## config.mk

```make
export PLATFORM = sky130hd
export DESIGN_NAME = l1d_cache_control
export DESIGN_NICKNAME = d
export VERILOG_FILES = /design/src/rtl/l1d_cache_pkg.sv /design/src/rtl/l1d_sat_counter.sv /design/src/rtl/l1d_cache_control.sv
export SDC_FILE = /design/constraint.sdc
export NUM_CORES = 1
export LEC_CHECK = 0
export ABC_CLOCK_PERIOD_IN_PS = 1300
export CAP_MARGIN = 20
export CORE_ASPECT_RATIO = 0.75
export CORE_MARGIN = 2
export CORE_UTILIZATION = 25
export CTS_CLUSTER_DIAMETER = 150
export DETAILED_ROUTE_END_ITERATION = 6
export PLACE_DENSITY = 0.87
export REMOVE_ABC_BUFFERS = 1
export SYNTH_ARGS = -nofsm -noshare
export SYNTH_HDL_FRONTEND = slang
export SYNTH_SLANG_ARGS = --single-unit
export TNS_END_PERCENT = 5
```

## constraint.sdc

```tcl
create_clock -name clk -period 1.3 [get_ports clk]
set_clock_uncertainty 0.2 [all_clocks]
set_input_delay 0.195 -clock clk [delete_from_list [all_inputs] [get_ports clk]]
set_output_delay 0.195 -clock clk [all_outputs]
set_load 0.01 [all_outputs]
```

## src/rtl/l1d_cache_pkg.sv

```systemverilog
// l1d_cache_pkg
// Shared types and encodings for the L1 data-cache controller:
//   - state_t            : controller FSM states
//   - ADDR_*             : pmem_addr_mux_sel encodings (request tag, tag A, tag B)
//   - DIN_*              : data_in_mux_sel encodings (modified hit line, MDR)
//   - WAY_*              : way identifiers used for the registered victim
//   - victim_addr_sel()  : pmem address select for writing back a given way
package l1d_cache_pkg;

    typedef enum logic [2:0] {
        IDLE,
        WB_LATCH,
        WRITEBACK,
        FILL,
        INSTALL
    } state_t;

    localparam logic [1:0] ADDR_REQ  = 2'd0;
    localparam logic [1:0] ADDR_TAGA = 2'd1;
    localparam logic [1:0] ADDR_TAGB = 2'd2;

    localparam logic DIN_HIT = 1'b0;
    localparam logic DIN_MDR = 1'b1;

    localparam logic WAY_A = 1'b0;
    localparam logic WAY_B = 1'b1;

    // Write-back address comes from the tag of the way being evicted.
    function automatic logic [1:0] victim_addr_sel(input logic victim);
        return (victim == WAY_B) ? ADDR_TAGB : ADDR_TAGA;
    endfunction

endpackage

```

## src/rtl/l1d_sat_counter.sv

```systemverilog
// l1d_sat_counter
// Saturating event counter used for the cache performance counters.
// Ports:
//   clk   - rising-edge clock
//   clr   - synchronous clear (active-high), takes priority over inc
//   inc   - count one event this cycle
//   count - current value, sticks at all-ones
module l1d_sat_counter #(
    parameter int CNT_W = 32
) (
    input  logic             clk,
    input  logic             clr,
    input  logic             inc,
    output logic [CNT_W-1:0] count
);

    function automatic logic [CNT_W-1:0] sat_inc(input logic [CNT_W-1:0] v);
        return (&v) ? v : v + {{(CNT_W-1){1'b0}}, 1'b1};
    endfunction

    always_ff @(posedge clk) begin
        if (clr) begin
            count <= '0;
        end else if (inc) begin
            count <= sat_inc(count);
        end
    end

endmodule

```

## src/rtl/l1d_cache_control.sv

```systemverilog
// l1d_cache_control
// Control FSM for a 2-way set-associative, write-back L1 data cache.
// Hits complete combinationally in IDLE; misses evict the LRU way (writing
// it back first when dirty), fill from pmem, install, and then return to
// IDLE where the still-pending request hits.
//
// Build option: define L1D_PERF_CNT_EN to enable the hit/miss/write-back
// performance counters; otherwise the counter outputs are tied to 0.
//
// Ports:
//   clk, rst_n                      - clock, synchronous active-low reset
//   mem_read, mem_write, mem_resp   - CPU request / one-cycle completion
//   pmem_read, pmem_write, pmem_resp- memory request (held) / acknowledge
//   hit, hitA, validA_out, validB_out, dirtyA_out, dirtyB_out, lru_out
//                                   - datapath status (lru_out = victim way)
//   data*_W, tag*_W, valid*_W, dirty*_W, dirty*_in
//                                   - per-way array write enables / dirty data
//   lru_in, lru_W                   - LRU update
//   data_in_mux_sel, pmem_addr_mux_sel, load_mdr, load_pmem_data_out
//                                   - datapath steering and register loads
//   hit_count, miss_count, wb_count - performance counters (CNT_W bits)
module l1d_cache_control
    import l1d_cache_pkg::*;
#(
    parameter int CNT_W = 32
) (
    input  logic             clk,
    input  logic             rst_n,
    input  logic             mem_read,
    input  logic             mem_write,
    output logic             mem_resp,
    output logic             pmem_read,
    output logic             pmem_write,
    input  logic             pmem_resp,
    input  logic             hit,
    input  logic             hitA,
    input  logic             validA_out,
    input  logic             validB_out,
    input  logic             dirtyA_out,
    input  logic             dirtyB_out,
    input  logic             lru_out,
    output logic             dataA_W,
    output logic             dataB_W,
    output logic             tagA_W,
    output logic             tagB_W,
    output logic             validA_W,
    output logic             validB_W,
    output logic             dirtyA_W,
    output logic             dirtyB_W,
    output logic             dirtyA_in,
    output logic             dirtyB_in,
    output logic             lru_in,
    output logic             lru_W,
    output logic             data_in_mux_sel,
    output logic [1:0]       pmem_addr_mux_sel,
    output logic             load_mdr,
    output logic             load_pmem_data_out,
    output logic [CNT_W-1:0] hit_count,
    output logic [CNT_W-1:0] miss_count,
    output logic [CNT_W-1:0] wb_count
);

    state_t state, next_state;
    logic   victim;
    logic   req;
    logic   miss_start;
    logic   victim_dirty;

    // A simultaneous read and write is handled as a write.
    assign req = mem_read | mem_write;

    assign victim_dirty = (lru_out == WAY_B) ? (validB_out & dirtyB_out)
                                             : (validA_out & dirtyA_out);

    // The victim is frozen when the miss starts so LRU activity during the
    // miss cannot retarget the write-back or the install.
    always_ff @(posedge clk) begin
        if (!rst_n) begin
            state  <= IDLE;
            victim <= WAY_A;
        end else begin
            state <= next_state;
            if (miss_start) begin
                victim <= lru_out;
            end
        end
    end

    always_comb begin
        next_state         = state;
        miss_start         = 1'b0;
        mem_resp           = 1'b0;
        pmem_read          = 1'b0;
        pmem_write         = 1'b0;
        dataA_W            = 1'b0;
        dataB_W            = 1'b0;
        tagA_W             = 1'b0;
        tagB_W             = 1'b0;
        validA_W           = 1'b0;
        validB_W           = 1'b0;
        dirtyA_W           = 1'b0;
        dirtyB_W           = 1'b0;
        dirtyA_in          = 1'b0;
        dirtyB_in          = 1'b0;
        lru_in             = 1'b0;
        lru_W              = 1'b0;
        data_in_mux_sel    = DIN_HIT;
        pmem_addr_mux_sel  = ADDR_REQ;
        load_mdr           = 1'b0;
        load_pmem_data_out = 1'b0;

        case (state)
            IDLE: begin
                if (req) begin
                    if (hit) begin
                        mem_resp = 1'b1;
                        // Point LRU at the way that was not just used.
                        lru_W    = 1'b1;
                        lru_in   = hitA;
                        if (mem_write) begin
                            data_in_mux_sel = DIN_HIT;
                            if (hitA) begin
                                dataA_W   = 1'b1;
                                dirtyA_W  = 1'b1;
                                dirtyA_in = 1'b1;
                            end else begin
                                dataB_W   = 1'b1;
                                dirtyB_W  = 1'b1;
                                dirtyB_in = 1'b1;
                            end
                        end
                    end else begin
                        miss_start = 1'b1;
                        next_state = victim_dirty ? WB_LATCH : FILL;
                    end
                end
            end

            WB_LATCH: begin
                load_pmem_data_out = 1'b1;
                next_state         = WRITEBACK;
            end

            WRITEBACK: begin
                pmem_write        = 1'b1;
                pmem_addr_mux_sel = victim_addr_sel(victim);
                if (pmem_resp) begin
                    next_state = FILL;
                end
            end

            FILL: begin
                pmem_read         = 1'b1;
                pmem_addr_mux_sel = ADDR_REQ;
                load_mdr          = pmem_resp;
                if (pmem_resp) begin
                    next_state = INSTALL;
                end
            end

            INSTALL: begin
                data_in_mux_sel = DIN_MDR;
                if (victim == WAY_B) begin
                    dataB_W  = 1'b1;
                    tagB_W   = 1'b1;
                    validB_W = 1'b1;
                    dirtyB_W = 1'b1;
                end else begin
                    dataA_W  = 1'b1;
                    tagA_W   = 1'b1;
                    validA_W = 1'b1;
                    dirtyA_W = 1'b1;
                end
                next_state = IDLE;
            end

            default: begin
                next_state = IDLE;
            end
        endcase
    end

`ifdef L1D_PERF_CNT_EN
    logic wb_done;
    assign wb_done = (state == WRITEBACK) && pmem_resp;

    l1d_sat_counter #(.CNT_W(CNT_W)) u_hit_cnt (
        .clk   (clk),
        .clr   (!rst_n),
        .inc   (mem_resp),
        .count (hit_count)
    );

    l1d_sat_counter #(.CNT_W(CNT_W)) u_miss_cnt (
        .clk   (clk),
        .clr   (!rst_n),
        .inc   (miss_start),
        .count (miss_count)
    );

    l1d_sat_counter #(.CNT_W(CNT_W)) u_wb_cnt (
        .clk   (clk),
        .clr   (!rst_n),
        .inc   (wb_done),
        .count (wb_count)
    );
`else
    assign hit_count  = '0;
    assign miss_count = '0;
    assign wb_count   = '0;
`endif

endmodule

```

# Word-level counts from Yosys, hierarchy flattened
# Index checks and enable logic that the tools add are counted.
# totals
register_bits	4
input_bits	12
out_inout_bits	116
word_cells	54
# op_classes
n_eq_ne	8
muxes	39
n_bitwise	3
n_reduce_logical	2
# op_table
cell	n
2-to-1 mux 1 bit	29
2-to-1 mux 3 bit	4
case mux 3 bit (4 select lines)	1
inequality test 2 bit, second input constant	4
equality test 3 x 2 -> 1 bit, second input constant	2
2-to-1 mux 2 bit	3
case mux 1 bit (2 select lines)	2
AND reduction 4 bit	1
equality test 3 x 1 -> 1 bit, second input constant	1
equality test 3 bit, second input constant	1
zero test 3 bit	1
bitwise AND 1 bit	2
OR 1 bit	1

# Depth between registers and ports, before layout
# logic_depth
word_depth	6
ltp_mapped	5
mapped_depth_nobuf	3

# Worst setup path after synthesis
# Ideal clock, no wire load.
# synth_path
kind	register to output
startpoint	register state[2]
endpoint	output dirtyB_W
arrival_time_ps	1189
required_ps	905
slack_ps	-284
stages_incl_launch_ff	6
path_buffers	2
path_cell_list	dfxtp_1 > buf_2 > nor2_1 > a32oi_1 > nor3_1 > buf_4
# synth_between
elab_chain_len	2
elab_cells_between_ends	3
classes_between	1 x eq/ne; 1 x mux; 1 x reduce/logical
# synth_rtl
element	line	source
from (decl)	l1d_cache_control.sv:63	state_t state, next_state;
from (signal assigned)	l1d_cache_control.sv:82	state <= next_state;
equality test 3 bit / zero test 3 bit (equally long branches)	--	
case mux 1 bit (2 select lines) (*)	--	
to (decl)	l1d_cache_control.sv:49	output logic dirtyB_W,
# Every way passes the cells marked *; elsewhere a longest branch is shown, timed or not.

# Final worst setup path
# layout_path
startpoint	register state[2]
endpoint	output lru_in
# layout_between
elab_chain_len	2
# layout_rtl
element	line	source
zero test 3 bit	l1d_cache_control.sv:112	case (state)
2-to-1 mux 1 bit	l1d_cache_control.sv:112	
to (decl)	l1d_cache_control.sv:52	output logic lru_in,
# No other way between the ends.

==> summary.md <==
| Metric | Value |
|---|---|
| Avg Inst Size Synth | `about 7.7 µm²` |
| Largest delay share family, worst path | `flip-flops` |
| Max clock buf depth | `2` |
| Vias | `766` |
| Final Cycle Share | `1.23` |
| Startpoint types | `flop` |
| Initial Util | `0.259` |
| Met3 WL | `143 µm` |
| Library cells used by synthesis | `30` |
| Core Area | `4440 µm²` |
| Mapped Cells | `150` |
| Register bit total from synthesis | `4` |
| Async SR Flop Fraction | `0` |
| Final WL | `1970 µm` |
| Unrepaired setup endpoints after global routing | `yes` |
| # clock sinks | `4` |
| Ranking of synthesized cells by area | `buf_4 67%, dfxtp_1 7.0%, nor2_1 2.3%, and2_1 2.2%, nor4_4 1.9%` |
| Worst setup path class | `flop to output pin` |
| Placer Congestion | `between 0.7 and 0.8` |
| HPWL after DPL | `1680 µm` |
| Cell Area, Synth | `roughly 1100 µm²` |
| FILL cells | `between 400 and 500` |
| Final Setup Violations | `23` |
| Bufs and invs on worst path | `1` |
| ANT nets after route | `0` |
| Routed met2 length | `1070 µm` |
| Top routing layer used | `met4` |
| Worst setup EP type | `output pin` |
| Final worst setup slack | `-0.305 ns` |
| Max VDD drop | `207 µV` |
| Grt ovf | `0` |
| H-tree levels | `1` |
| Post-route cell area | `1290 µm²` |
| Num CTS Buffers | `3` |
| Synth area leader | `buf_4` |
| Part of the Yosys area used for sequential elements | `0.0697` |
| Routed len/inst | `roughly 7.9 µm` |
| Port Buffers | `31` |
| Max cap viols | `0` |
| Outcome | `finished, violations left` |
| Yosys warning count | `0` |
| WP data required | `0.90 ns` |
| Power Density | `approximately 690 nW/µm²` |
| Row cnt | `21` |
| Slowest cell on the critical path | `dfxtp_4` |
| CP Cell Sequence | `nor3_4, o211a_1, and2_1, buf_2` |
| Initial DRC Count | `23` |
| M1 wire length | `696 µm` |
| Root Buffer Master | `clkbuf_8` |
| Dpl cell area | `1210 µm²` |
| Drt via density | `3.06` |
| Largest net degree at the start of global routing | `10` |
| Slew Limit Fails | `0` |
| Min Clock Period, post-route | `1.60 ns` |
| Pre-Repair DR Iteration Count | `4` |
| Ys flop type | `dfxtp_1` |
| Full die area | `between 5000 and 6000 µm²` |
| Most frequent cells in the layout | `96 x conb_1, 15 x buf_4, 14 x buf_2` |
| Reg clk slew, reported paths | `roughly 0.030 ns` |
| # hold bufs at CTS | `0` |
| Fin Setup TNS | `-4.10 ns` |
| Vias in the first global route | `between 600 and 700` |
| Fmax | `~620 MHz` |
| Failing checks | `negative setup slack` |
| Die width | `82.3 µm` |
| Gr usage total | `0.0762` |
| Max stage delay on crit path | `0.36 ns` |
| CTS tree | `yes` |
| Worst min-delay path category | `flop to flop` |
| Area share of the largest cell type after synthesis | `0.667` |
| Initial antenna violation count | `0` |
| Hold Vio Cnt, Final | `0` |
| Crit path DAT | `around 1.2 ns` |
| EDFF count, synth | `0` |
| Die extent in y | `62.7 µm` |
| Worst hold margin | `roughly 0.31 ns` |
| Number of I/O pins | `between 100 and 150` |
| Largest fanout on the critical path | `7` |
| Share of layout cells above drive strength 1 | `0.306` |
| Antenna cells | `0` |
| Final nets | `207` |
| Most common cell after layout, fill and taps aside | `conb_1` |
| DRC errors left | `0` |
| First-pass GRT wire length | `3020 µm` |
| Lkg Pwr | `about 0.74 nW` |
| Latest clock arrival within the worst-skew pair | `0.22 ns` |
| Synthesis-to-finish area growth | `12.5%` |
cell families after synthesis:
group / count (synthesis) / share of synthesized area
DFF: 4 / 0.0697
buffers and inverters: 106 / 0.687
muxes: 1 / 0.00871
and+or+nand+nor: 29 / 0.162
AOI/OAI and AO/OA: 9 / 0.0686
other: 1 / 0.00326
timing repair:
action	in CTS	in global routing
setup endpoints to repair	24	23
pin swaps	11	4
gates cloned	0	0
gates resized for setup	105	7
setup buffers	3	1
cell type report:
| class | instances | area [µm²] | share of cell area |
|---|---|---|---|
| Clock buffer | 3 | 41.3 | 0.0319 |
| Inverter | 2 | 7.51 | 0.00581 |
| Multi-Input combinational cell | 135 | 686 | 0.530 |
| Sequential cell | 4 | 92.6 | 0.0716 |
| Tap cell | 57 | 71.3 | 0.0552 |
| Timing Repair Buffer | 49 | 394 | 0.305 |
flip-flops by register name, summed over array words and instances, names as in the netlist:
name / flops
victim: 1
state: 3
through the flow:
stage               std cells  power [W]  utilization  setup slack (ns)
detailed placement        243   0.000589        0.272            -0.836
global route              250   0.000963        0.291            -0.355
floorplan                 141   0.000389            -            -0.185
finish                    250   0.000896        0.291            -0.305
CTS                       249   0.000898        0.287            -0.319
global placement          243   0.000584        0.272            -0.773
metal layers:
layer | up-vias | global-route usage
li1 | 369 | -
met1 | 340 | 0.0857
met3 | 4 | 0.0101
met2 | 53 | 0.125
met4 | 0 | 0.0625
met5 | - | 0
power breakdown:
| part | leakage, nW | switching (W) | total, W | internal [W] |
|---|---|---|---|---|
| registers | 0.0353 | 0.0000279 | 0.000166 | 0.000138 |
| logic | 0.685 | 0.000272 | 0.000469 | 0.000196 |
| clock network | 0.0216 | 0.0000646 | 0.000262 | 0.000197 |
final timing paths:
kind         slack [ns]                   to                   from  depth (start not counted)
max               -0.30               lru_in  state[2]$_SDFFE_PN0P_                          4
min reg2reg        0.31  victim$_SDFFE_PN0P_    victim$_SDFFE_PN0P_                          2
max reg2reg       -0.04  victim$_SDFFE_PN0P_  state[2]$_SDFFE_PN0P_                          4
min                0.31  victim$_SDFFE_PN0P_    victim$_SDFFE_PN0P_                          2
Yosys cell counts, types with 2 or more instances:
cell,count
nand2b_1,2
inv_1,2
o21ai_0,2
nand2_1,3
nor2_1,7
dfxtp_1,4
nor3_2,2
nand3_1,2
buf_4,102
and2_1,4
worst reg2reg max path, cell delays in order (launching register included):
cell and delay (ns):
dfxtp_4 0.36, buf_4 0.15, buf_4 0.14, nor4_4 0.22, mux2i_1 0.20
(Power assumes the default switching activity.)
